`src/rtl/rs_cdb_station_pkg.sv`:
```
// Shared types and constants for the reservation-station slice.
//
// Contents:
//   RS_DATA_W / RS_TAG_W / RS_FUNC_W  widths that size the entry structs
//   ADD..BNE                          function-code constants (opaque to the station)
//   rs_src_t                          one source operand: rdy, val, tag
//   rs_entry_t                        one station entry: busy, func, rob, src1, src2
//   capture_src()                     CDB snoop of a single source operand
package rs_pkg;

   localparam int RS_DATA_W = 16;
   localparam int RS_TAG_W  = 3;
   localparam int RS_FUNC_W = 4;

   localparam logic [RS_FUNC_W-1:0] ADD = 4'b0000;
   localparam logic [RS_FUNC_W-1:0] SUB = 4'b0001;
   localparam logic [RS_FUNC_W-1:0] MUL = 4'b0010;
   localparam logic [RS_FUNC_W-1:0] DIV = 4'b0011;
   localparam logic [RS_FUNC_W-1:0] LD  = 4'b0100;
   localparam logic [RS_FUNC_W-1:0] ST  = 4'b0101;
   localparam logic [RS_FUNC_W-1:0] BEQ = 4'b0110;
   localparam logic [RS_FUNC_W-1:0] BNE = 4'b0111;

   typedef struct packed {
      logic                 rdy;
      logic [RS_DATA_W-1:0] val;
      logic [RS_TAG_W-1:0]  tag;
   } rs_src_t;

   typedef struct packed {
      logic                 busy;
      logic [RS_FUNC_W-1:0] func;
      logic [RS_TAG_W-1:0]  rob;
      rs_src_t              src1;
      rs_src_t              src2;
   } rs_entry_t;

   // A waiting source picks up the broadcast value when the tag matches;
   // already-ready sources are left alone so a stale tag can never clobber them.
   function automatic rs_src_t capture_src(input rs_src_t              src,
                                           input logic                 cdb_valid,
                                           input logic [RS_TAG_W-1:0]  cdb_tag,
                                           input logic [RS_DATA_W-1:0] cdb_data);
      rs_src_t res;
      res = src;
      if (cdb_valid && !src.rdy && (src.tag == cdb_tag)) begin
         res.rdy = 1'b1;
         res.val = cdb_data;
      end
      return res;
   endfunction

endpackage

```
`src/rtl/rs_cdb_station_if.sv`:
```
// Bus bundle between the issue stage / CDB / execution unit and one
// reservation station.
//
// modport slave  : the station (consumes issue + CDB, produces dispatch)
// modport master : whoever drives issue, CDB, dispatch-ready and flush
interface rs_cdb_station_if #(
   parameter int NUM_ENTRIES = 3,
   parameter int DATA_W      = 16,
   parameter int TAG_W       = 3,
   parameter int FUNC_W      = 4
);
   localparam int OCC_W = $clog2(NUM_ENTRIES + 1);

   logic              issue_valid;
   logic              issue_ready;
   logic [FUNC_W-1:0] issue_func;
   logic [TAG_W-1:0]  issue_rob;
   logic              issue_src1_rdy;
   logic              issue_src2_rdy;
   logic [DATA_W-1:0] issue_src1_val;
   logic [DATA_W-1:0] issue_src2_val;
   logic [TAG_W-1:0]  issue_src1_tag;
   logic [TAG_W-1:0]  issue_src2_tag;

   logic              cdb_valid;
   logic [TAG_W-1:0]  cdb_tag;
   logic [DATA_W-1:0] cdb_data;

   logic              disp_valid;
   logic              disp_ready;
   logic [FUNC_W-1:0] disp_func;
   logic [TAG_W-1:0]  disp_rob;
   logic [DATA_W-1:0] disp_op1;
   logic [DATA_W-1:0] disp_op2;

   logic              flush;
   logic [OCC_W-1:0]  occupancy;

   modport slave (
      input  issue_valid, issue_func, issue_rob,
             issue_src1_rdy, issue_src2_rdy, issue_src1_val, issue_src2_val,
             issue_src1_tag, issue_src2_tag,
             cdb_valid, cdb_tag, cdb_data, disp_ready, flush,
      output issue_ready, disp_valid, disp_func, disp_rob, disp_op1, disp_op2,
             occupancy
   );

   modport master (
      output issue_valid, issue_func, issue_rob,
             issue_src1_rdy, issue_src2_rdy, issue_src1_val, issue_src2_val,
             issue_src1_tag, issue_src2_tag,
             cdb_valid, cdb_tag, cdb_data, disp_ready, flush,
      input  issue_ready, disp_valid, disp_func, disp_rob, disp_op1, disp_op2,
             occupancy
   );

endinterface

```
`src/rtl/rs_cdb_station_select.sv`:
```
// rs_select: combinational pick of one entry from an eligible vector.
//
// Ports:
//   eligible  in  N         one bit per entry that may dispatch
//   age       in  N x IDX_W entry ages (only with RS_AGE_SELECT_EN)
//   found     out 1         at least one entry is eligible
//   index     out IDX_W     chosen entry
//
// Build option RS_AGE_SELECT_EN: oldest eligible entry wins, ties to the
// lowest index. Without it the lowest eligible index wins.
module rs_select #(
   parameter int N     = 3,
   parameter int IDX_W = 2
) (
   input  logic [N-1:0]     eligible,
`ifdef RS_AGE_SELECT_EN
   input  logic [IDX_W-1:0] age [N],
`endif
   output logic             found,
   output logic [IDX_W-1:0] index
);

`ifdef RS_AGE_SELECT_EN
   logic [IDX_W-1:0] best_age;

   // Ascending scan with a strict greater-than keeps the lowest index on ties.
   always_comb begin
      found    = 1'b0;
      index    = '0;
      best_age = '0;
      for (int i = 0; i < N; i++) begin
         if (eligible[i] && (!found || (age[i] > best_age))) begin
            found    = 1'b1;
            index    = IDX_W'(i);
            best_age = age[i];
         end
      end
   end
`else
   // Descending scan so the last hit written is the lowest index.
   always_comb begin
      found = 1'b0;
      index = '0;
      for (int i = N - 1; i >= 0; i--) begin
         if (eligible[i]) begin
            found = 1'b1;
            index = IDX_W'(i);
         end
      end
   end
`endif

endmodule

```
`src/rtl/rs_cdb_station.sv`:
```
// rs_cdb_station: reservation station that holds issued instructions, snoops
// the CDB for missing operands and dispatches one ready instruction per cycle
// through a registered valid/ready output stage.
//
// Ports:
//   clk1   in  rising-edge clock
//   rst_n  in  asynchronous active-low reset
//   bus    rs_cdb_station_if.slave: issue request/ready and operands, CDB
//          broadcast, dispatch valid/ready and fields, flush, occupancy
//
// Build option RS_AGE_SELECT_EN: track per-entry age and dispatch oldest first.
// Entry storage uses rs_pkg structs, so DATA_W/TAG_W/FUNC_W must match the
// RS_*_W widths in the package.
module rs_cdb_station
   import rs_pkg::*;
#(
   parameter int NUM_ENTRIES = 3,
   parameter int DATA_W      = RS_DATA_W,
   parameter int TAG_W       = RS_TAG_W,
   parameter int FUNC_W      = RS_FUNC_W
) (
   input  logic             clk1,
   input  logic             rst_n,
   rs_cdb_station_if.slave  bus
);

   localparam int IDX_W = $clog2(NUM_ENTRIES);
   localparam int OCC_W = $clog2(NUM_ENTRIES + 1);

   rs_entry_t         entries_q [NUM_ENTRIES];
   rs_entry_t         entries_d [NUM_ENTRIES];
`ifdef RS_AGE_SELECT_EN
   logic [IDX_W-1:0]  age_q [NUM_ENTRIES];
   logic [IDX_W-1:0]  age_d [NUM_ENTRIES];
`endif
   logic [OCC_W-1:0]  occ_q, occ_d;
   logic              disp_valid_q, disp_valid_d;
   logic [FUNC_W-1:0] disp_func_q, disp_func_d;
   logic [TAG_W-1:0]  disp_rob_q, disp_rob_d;
   logic [DATA_W-1:0] disp_op1_q, disp_op1_d;
   logic [DATA_W-1:0] disp_op2_q, disp_op2_d;

   logic [NUM_ENTRIES-1:0] eligible;
   logic                   sel_found;
   logic [IDX_W-1:0]       sel_idx;
   logic [IDX_W-1:0]       free_idx;
   logic                   issue_ready, do_issue, load_en, do_disp;
   rs_entry_t              new_entry;

   // Eligibility looks only at registered state, so anything written or woken
   // this edge waits one more cycle before it can be picked.
   always_comb begin
      eligible = '0;
      for (int i = 0; i < NUM_ENTRIES; i++) begin
         eligible[i] = entries_q[i].busy && entries_q[i].src1.rdy && entries_q[i].src2.rdy;
      end
   end

   rs_select #(.N(NUM_ENTRIES), .IDX_W(IDX_W)) u_select (
      .eligible (eligible),
`ifdef RS_AGE_SELECT_EN
      .age      (age_q),
`endif
      .found    (sel_found),
      .index    (sel_idx)
   );

   // Lowest-index free slot; only used when occupancy guarantees one exists.
   always_comb begin
      free_idx = '0;
      for (int i = NUM_ENTRIES - 1; i >= 0; i--) begin
         if (!entries_q[i].busy) free_idx = IDX_W'(i);
      end
   end

   // A dispatch in the same cycle does not free a slot for issue.
   assign issue_ready = (occ_q < OCC_W'(NUM_ENTRIES));
   assign do_issue    = bus.issue_valid && issue_ready;
   assign load_en     = !disp_valid_q || bus.disp_ready;
   assign do_disp     = load_en && sel_found;

   // Incoming entry with the same-cycle CDB bypass already applied.
   always_comb begin
      new_entry      = '0;
      new_entry.busy = 1'b1;
      new_entry.func = bus.issue_func;
      new_entry.rob  = bus.issue_rob;
      new_entry.src1 = capture_src('{rdy: bus.issue_src1_rdy, val: bus.issue_src1_val,
                                     tag: bus.issue_src1_tag},
                                   bus.cdb_valid, bus.cdb_tag, bus.cdb_data);
      new_entry.src2 = capture_src('{rdy: bus.issue_src2_rdy, val: bus.issue_src2_val,
                                     tag: bus.issue_src2_tag},
                                   bus.cdb_valid, bus.cdb_tag, bus.cdb_data);
   end

   // Next-state: flush wins; otherwise wakeup, dispatch-clear, then issue-write.
   always_comb begin
      entries_d    = entries_q;
`ifdef RS_AGE_SELECT_EN
      age_d        = age_q;
`endif
      occ_d        = occ_q;
      disp_valid_d = disp_valid_q;
      disp_func_d  = disp_func_q;
      disp_rob_d   = disp_rob_q;
      disp_op1_d   = disp_op1_q;
      disp_op2_d   = disp_op2_q;

      if (bus.flush) begin
         for (int i = 0; i < NUM_ENTRIES; i++) entries_d[i].busy = 1'b0;
         disp_valid_d = 1'b0;
         occ_d        = '0;
      end else begin
         for (int i = 0; i < NUM_ENTRIES; i++) begin
            if (entries_q[i].busy) begin
               entries_d[i].src1 = capture_src(entries_q[i].src1, bus.cdb_valid,
                                               bus.cdb_tag, bus.cdb_data);
               entries_d[i].src2 = capture_src(entries_q[i].src2, bus.cdb_valid,
                                               bus.cdb_tag, bus.cdb_data);
            end
         end

         if (load_en) begin
            disp_valid_d = sel_found;
            if (sel_found) begin
               disp_func_d              = entries_q[sel_idx].func;
               disp_rob_d               = entries_q[sel_idx].rob;
               disp_op1_d               = entries_q[sel_idx].src1.val;
               disp_op2_d               = entries_q[sel_idx].src2.val;
               entries_d[sel_idx].busy  = 1'b0;
            end
         end

         if (do_issue) begin
`ifdef RS_AGE_SELECT_EN
            for (int i = 0; i < NUM_ENTRIES; i++) begin
               if (entries_q[i].busy && (age_q[i] != IDX_W'(NUM_ENTRIES - 1)))
                  age_d[i] = age_q[i] + 1'b1;
            end
            age_d[free_idx] = '0;
`endif
            entries_d[free_idx] = new_entry;
         end

         occ_d = occ_q + OCC_W'(do_issue) - OCC_W'(do_disp);
      end
   end

   // State registers; reset drops every entry and the output stage.
   always_ff @(posedge clk1 or negedge rst_n) begin
      if (!rst_n) begin
         for (int i = 0; i < NUM_ENTRIES; i++) begin
            entries_q[i] <= '0;
`ifdef RS_AGE_SELECT_EN
            age_q[i]     <= '0;
`endif
         end
         occ_q        <= '0;
         disp_valid_q <= 1'b0;
         disp_func_q  <= '0;
         disp_rob_q   <= '0;
         disp_op1_q   <= '0;
         disp_op2_q   <= '0;
      end else begin
         entries_q    <= entries_d;
`ifdef RS_AGE_SELECT_EN
         age_q        <= age_d;
`endif
         occ_q        <= occ_d;
         disp_valid_q <= disp_valid_d;
         disp_func_q  <= disp_func_d;
         disp_rob_q   <= disp_rob_d;
         disp_op1_q   <= disp_op1_d;
         disp_op2_q   <= disp_op2_d;
      end
   end

   assign bus.issue_ready = issue_ready;
   assign bus.disp_valid  = disp_valid_q;
   assign bus.disp_func   = disp_func_q;
   assign bus.disp_rob    = disp_rob_q;
   assign bus.disp_op1    = disp_op1_q;
   assign bus.disp_op2    = disp_op2_q;
   assign bus.occupancy   = occ_q;

endmodule
```
`src/flat_wrapper.sv`:
```
// flat-port wrapper written by rule: the top's interface ports become plain ports
module rs_cdb_station_flat import rs_pkg::*;
#(
   parameter int NUM_ENTRIES = 3,
   parameter int DATA_W      = RS_DATA_W,
   parameter int TAG_W       = RS_TAG_W,
   parameter int FUNC_W      = RS_FUNC_W
)
  (clk1, rst_n, bus_issue_valid, bus_issue_func, bus_issue_rob, bus_issue_src1_rdy, bus_issue_src2_rdy, bus_issue_src1_val, bus_issue_src2_val, bus_issue_src1_tag, bus_issue_src2_tag, bus_cdb_valid, bus_cdb_tag, bus_cdb_data, bus_disp_ready, bus_flush, bus_issue_ready, bus_disp_valid, bus_disp_func, bus_disp_rob, bus_disp_op1, bus_disp_op2, bus_occupancy);
  rs_cdb_station_if #(.NUM_ENTRIES(NUM_ENTRIES), .DATA_W(DATA_W), .TAG_W(TAG_W), .FUNC_W(FUNC_W)) bus_i ();
  input  logic clk1;
  input  logic rst_n;
  input wire logic [$bits(bus_i.issue_valid)-1:0] bus_issue_valid;
  input wire logic [$bits(bus_i.issue_func)-1:0] bus_issue_func;
  input wire logic [$bits(bus_i.issue_rob)-1:0] bus_issue_rob;
  input wire logic [$bits(bus_i.issue_src1_rdy)-1:0] bus_issue_src1_rdy;
  input wire logic [$bits(bus_i.issue_src2_rdy)-1:0] bus_issue_src2_rdy;
  input wire logic [$bits(bus_i.issue_src1_val)-1:0] bus_issue_src1_val;
  input wire logic [$bits(bus_i.issue_src2_val)-1:0] bus_issue_src2_val;
  input wire logic [$bits(bus_i.issue_src1_tag)-1:0] bus_issue_src1_tag;
  input wire logic [$bits(bus_i.issue_src2_tag)-1:0] bus_issue_src2_tag;
  input wire logic [$bits(bus_i.cdb_valid)-1:0] bus_cdb_valid;
  input wire logic [$bits(bus_i.cdb_tag)-1:0] bus_cdb_tag;
  input wire logic [$bits(bus_i.cdb_data)-1:0] bus_cdb_data;
  input wire logic [$bits(bus_i.disp_ready)-1:0] bus_disp_ready;
  input wire logic [$bits(bus_i.flush)-1:0] bus_flush;
  output wire logic [$bits(bus_i.issue_ready)-1:0] bus_issue_ready;
  output wire logic [$bits(bus_i.disp_valid)-1:0] bus_disp_valid;
  output wire logic [$bits(bus_i.disp_func)-1:0] bus_disp_func;
  output wire logic [$bits(bus_i.disp_rob)-1:0] bus_disp_rob;
  output wire logic [$bits(bus_i.disp_op1)-1:0] bus_disp_op1;
  output wire logic [$bits(bus_i.disp_op2)-1:0] bus_disp_op2;
  output wire logic [$bits(bus_i.occupancy)-1:0] bus_occupancy;
  assign bus_i.issue_valid = bus_issue_valid;
  assign bus_i.issue_func = bus_issue_func;
  assign bus_i.issue_rob = bus_issue_rob;
  assign bus_i.issue_src1_rdy = bus_issue_src1_rdy;
  assign bus_i.issue_src2_rdy = bus_issue_src2_rdy;
  assign bus_i.issue_src1_val = bus_issue_src1_val;
  assign bus_i.issue_src2_val = bus_issue_src2_val;
  assign bus_i.issue_src1_tag = bus_issue_src1_tag;
  assign bus_i.issue_src2_tag = bus_issue_src2_tag;
  assign bus_i.cdb_valid = bus_cdb_valid;
  assign bus_i.cdb_tag = bus_cdb_tag;
  assign bus_i.cdb_data = bus_cdb_data;
  assign bus_i.disp_ready = bus_disp_ready;
  assign bus_i.flush = bus_flush;
  assign bus_issue_ready = bus_i.issue_ready;
  assign bus_disp_valid = bus_i.disp_valid;
  assign bus_disp_func = bus_i.disp_func;
  assign bus_disp_rob = bus_i.disp_rob;
  assign bus_disp_op1 = bus_i.disp_op1;
  assign bus_disp_op2 = bus_i.disp_op2;
  assign bus_occupancy = bus_i.occupancy;
  rs_cdb_station #(.NUM_ENTRIES(NUM_ENTRIES), .DATA_W(DATA_W), .TAG_W(TAG_W), .FUNC_W(FUNC_W)) u_core (.clk1(clk1), .rst_n(rst_n), .bus(bus_i));
endmodule
```
`config.mk`:
```
export PLATFORM = sky130hd
export DESIGN_NAME = rs_cdb_station_flat
export DESIGN_NICKNAME = d
export VERILOG_FILES = /design/src/rtl/rs_cdb_station_pkg.sv /design/src/rtl/rs_cdb_station_if.sv /design/src/rtl/rs_cdb_station_select.sv /design/src/rtl/rs_cdb_station.sv /design/src/flat_wrapper.sv
export SDC_FILE = /design/constraint.sdc
export NUM_CORES = 1
export LEC_CHECK = 0
export ABC_AREA = 1
export CORE_UTILIZATION = 30
export DETAILED_ROUTE_END_ITERATION = 8
export REMOVE_ABC_BUFFERS = 1
export SYNTH_ARGS = -nofsm -noshare
export SYNTH_HDL_FRONTEND = slang
export SYNTH_SLANG_ARGS = --single-unit
```
`constraint.sdc`:
```
create_clock -name clk1 -period 3.3 [get_ports clk1]
set_clock_uncertainty 0.15 [all_clocks]
set_input_delay 0.66 -clock clk1 [delete_from_list [all_inputs] [get_ports clk1]]
set_output_delay 0.66 -clock clk1 [all_outputs]
set_load 0.01 [all_outputs]
```
==> metrics.md <==
| Metric | Value |
|---|---|
| Status | complete, no violations |
| Multi-input gate area | 4880 um2 |
| Clk pwr share | 23.7% |
| Slew @ Worst Pin | 1.01 ns |
| Mean Syn Cell Area | 6.85 um2 |
| Uppermost layer routed | met4 |
| Min Hold Slack | 0.0737 ns |
| Area post-placement | 12000 um2 |
| NetSw | 3.19 mW |
| Synth cell types | 28 |
| Sequential cell fraction of total power | 42.2% |
| N_diodes | 0 |
| VDD IR max | 0.000421 V |
| Crit path max-delay cell type | clkdlybuf4s50_1 |
| Mapped Cells | 1513 |
| Count of nets after finishing | 1677 |
| Reg2reg setup slack | 0.88 ns |
| Final core occ | 37.3% |
| Overall power | 8.67 mW |
| Area growth from synthesis to layout | 21.7% |
| Max Buffers Root-to-Sink | 2 |
| Reg2reg path depth | 8 |
| DPL Wire Length | 23500 um |
| Finished Cell Area | 12600 um2 |
| Die height | 188 um |
| Clock-pin transition on the worst setup and hold timing paths | 0.08 ns |
| Num CTS Buffers | 17 |
| Drt wl/cell | 18.1 um |
| Die Wd | 188 um |
| PwrDens | 688 nW/um2 |
| Initial Utilization | 30.7% |
| RSZ-0062 raised after global routing | false |
| Avg Vias per Cell | 5.00 |
| Leak | 6.43 nW |
| Worst min path class | primary input to async pin |
| Via Count | 10300 |
| Pins Over Slew Limit | 0 |
| GP Congestion | 0.864 |
| Pre-antenna DRT Iters | 5 |
| Worst Path Max Fanout | 20 |
| Root buffer cell | clkbuf_16 |
| Post-CTS sizing | 0 |
| Period utilisation layout | 75.1% |
| Vias in the first global route | 10100 |
| Total Routing Usage GR | 21.7% |
| Critical path data required time | 3.50 ns |
| CP max stage delay | 0.46 ns |
| Count of port buffers added during placement | 114 |
| Iteration-0 DRC Markers | 1161 |
| Reg area | 4650 um2 |
| Critical path type | primary input to register |
| DRT met1 WL | 15800 um |
| Filler cells | 3594 |
| Clk sink count | 186 |
| Cell Area, Synth | 10400 um2 |
| DRC errors left | 0 |
| Layout cells sized above 1 | 7.12% |
| Number of cells on the critical path | 8 |
| MaxCap Viol Count | 0 |
| GR Overflow Total | 0 |
| Commonest non-fill, non-tap cell in the layout | nand2_1 |
| Clk Latency, worst-skew pair | 0.45 ns |
| Register area share after synthesis | 44.9% |
| Comb power frac | 34.1% |
| Final setup TNS | 0 ns |
| Rel. slew slack | 32.9% |
| First-pass GRT wire length | 58400 um |
| Synth Register Bits | 186 |
| WP buf/inv | 2 |
| Met3 Wirelength | 2910 um |
| Largest net degree at the start of global routing | 65 |
| Synth warnings | 0 |
| CTS tree | yes |
| Reg2reg start | u_core.entries_q[143] |
| Final setup fails | 0 |
| Cts hold-fix bufs | 0 |
| DRT antenna net count | 0 |
| WL final | 37400 um |
| Worst path top cell family by delay | simple AND/OR/NAND/NOR gates |
| Critical Path Sink Type | register |
| Fin crit period | 2.48 ns |
| CP startpoint kind | primary input |
| Io pins | 115 |
| Critical-path cell list | clkdlybuf4s50_1 -> nand2_1 -> nor2_1 -> nand2_2 -> inv_1 -> nand3_1 -> nand2_1 -> nor2_1 |
| Die ar. | 35300 um2 |
| WL met2 | 17500 um |
| Clock H-tree levels | 4 |
| Initial antenna violation count | 0 |
| FF-to-FF End | u_core.bus.disp_op2[5] |
| # Post-CTS Setup Buffers | 0 |
| Most frequent cells in the layout | nand2_1, nand3_1, nor2_1, dfrtp_1, clkdlybuf4s50_1 |
| Internal power | 5.48 mW |
| Sw Ratio | 36.8% |
| Max Clk Rate | 0.404 GHz |
| Crit path DAT | 2.67 ns |
| FP Rows | 67 |
| Core footprint | 33800 um2 |
| Final hold vios | 0 |
## worst register-to-register path: stages, from the launching register on
cell     delay [ns]
dfrtp_1        0.50
nand3_1        0.20
nand3_1        0.14
nand2_1        0.08
inv_2          0.07
nand2_2        0.05
inv_2          0.74
nand3_1        0.30
nand2_1        0.12
## area by class of cell
| cell class | count | area share, % |
|---|---|---|
| multi-input combinational | 1130 | 38.7 |
| sequential | 186 | 36.9 |
| timing repair buffer | 152 | 11.9 |
| tap | 448 | 4.44 |
| clock buffer | 19 | 3.59 |
| inverter | 116 | 3.45 |
| clock inverter | 13 | 0.982 |
## cells in the mapped netlist (all sizes together)
cell	instances	share of area [%]
ha	2	0.24
a21oi	3	0.14
o22ai	2	0.12
nor2	233	8.9
xor2	10	0.85
nand3	249	12
nand4	19	1.1
o21ai	65	3.1
nor3	1	0.097
clkbuf	32	1.2
inv	116	4.2
buf	49	2.7
or2	11	0.66
xnor2	1	0.085
nand2	530	19
o211ai	2	0.14
nand3b	2	0.14
dfrtp	186	45
## layer usage
| layer | vias up | global-route usage, % |
|---|---|---|
| met5 | - | 0 |
| met4 | 0 | 8.32 |
| met3 | 92 | 4.42 |
| met2 | 462 | 35.6 |
| met1 | 4814 | 28.0 |
| li1 | 4946 | - |
## logic make-up (layout without fill, tap and decap cells)
kind of cell / count (synthesis) / after routing / share of synthesized area [%]
adders and majority gates: 2 / 2 / 0.241
AOI/OAI and AO/OA: 72 / 72 / 3.55
buffers and inverters: 197 / 300 / 8.06
DFF: 186 / 186 / 44.9
and+or+nand+nor: 1045 / 1045 / 42.3
xor gates and xnor gates: 11 / 11 / 0.930
## sequential cells by signal, summed over array words and instances, names as in the netlist
register / flops
u_core.bus.disp_rob: 3
u_core.bus.occupancy: 2
u_core.bus.disp_op1: 16
u_core.bus.disp_func: 4
u_core.bus.disp_op2: 16
u_core.bus.disp_valid: 1
u_core.entries_q: 144
## power groups by stage
stage / combinational, mW / sequential, mW / clock, mW
finish: 2.95 / 3.66 / 2.06
global route: 3.35 / 3.76 / 2.20
CTS: 2.97 / 3.65 / 2.09
detailed placement: 2.95 / 3.69 / 0
global placement: 2.90 / 3.67 / 0
floorplan: 1.63 / 3.68 / 0
## how the worst max path moves through the flow
| stage | from | to |
|---|---|---|
| after floorplan | u_core.entries_q[143] | u_core.bus.disp_func[0] |
| after global placement | bus_cdb_tag[1] | u_core.entries_q[51] |
| after detailed placement | bus_issue_valid | u_core.entries_q[126] |
| after CTS | bus_issue_valid | u_core.entries_q[120] |
| after global routing | bus_cdb_tag[2] | u_core.entries_q[51] |
| final | bus_issue_valid | u_core.entries_q[126] |
## per-stage QoR
stage,setup slack (ns),cells
2_1_floorplan,0.123,1432
3_3_place_gp,0.401,2032
3_5_place_dp,0.404,2032
4_1_cts,0.870,2064
5_1_grt,0.665,2064
6_report,0.822,2064
Note: power is estimated with default switching activity, not from simulation.
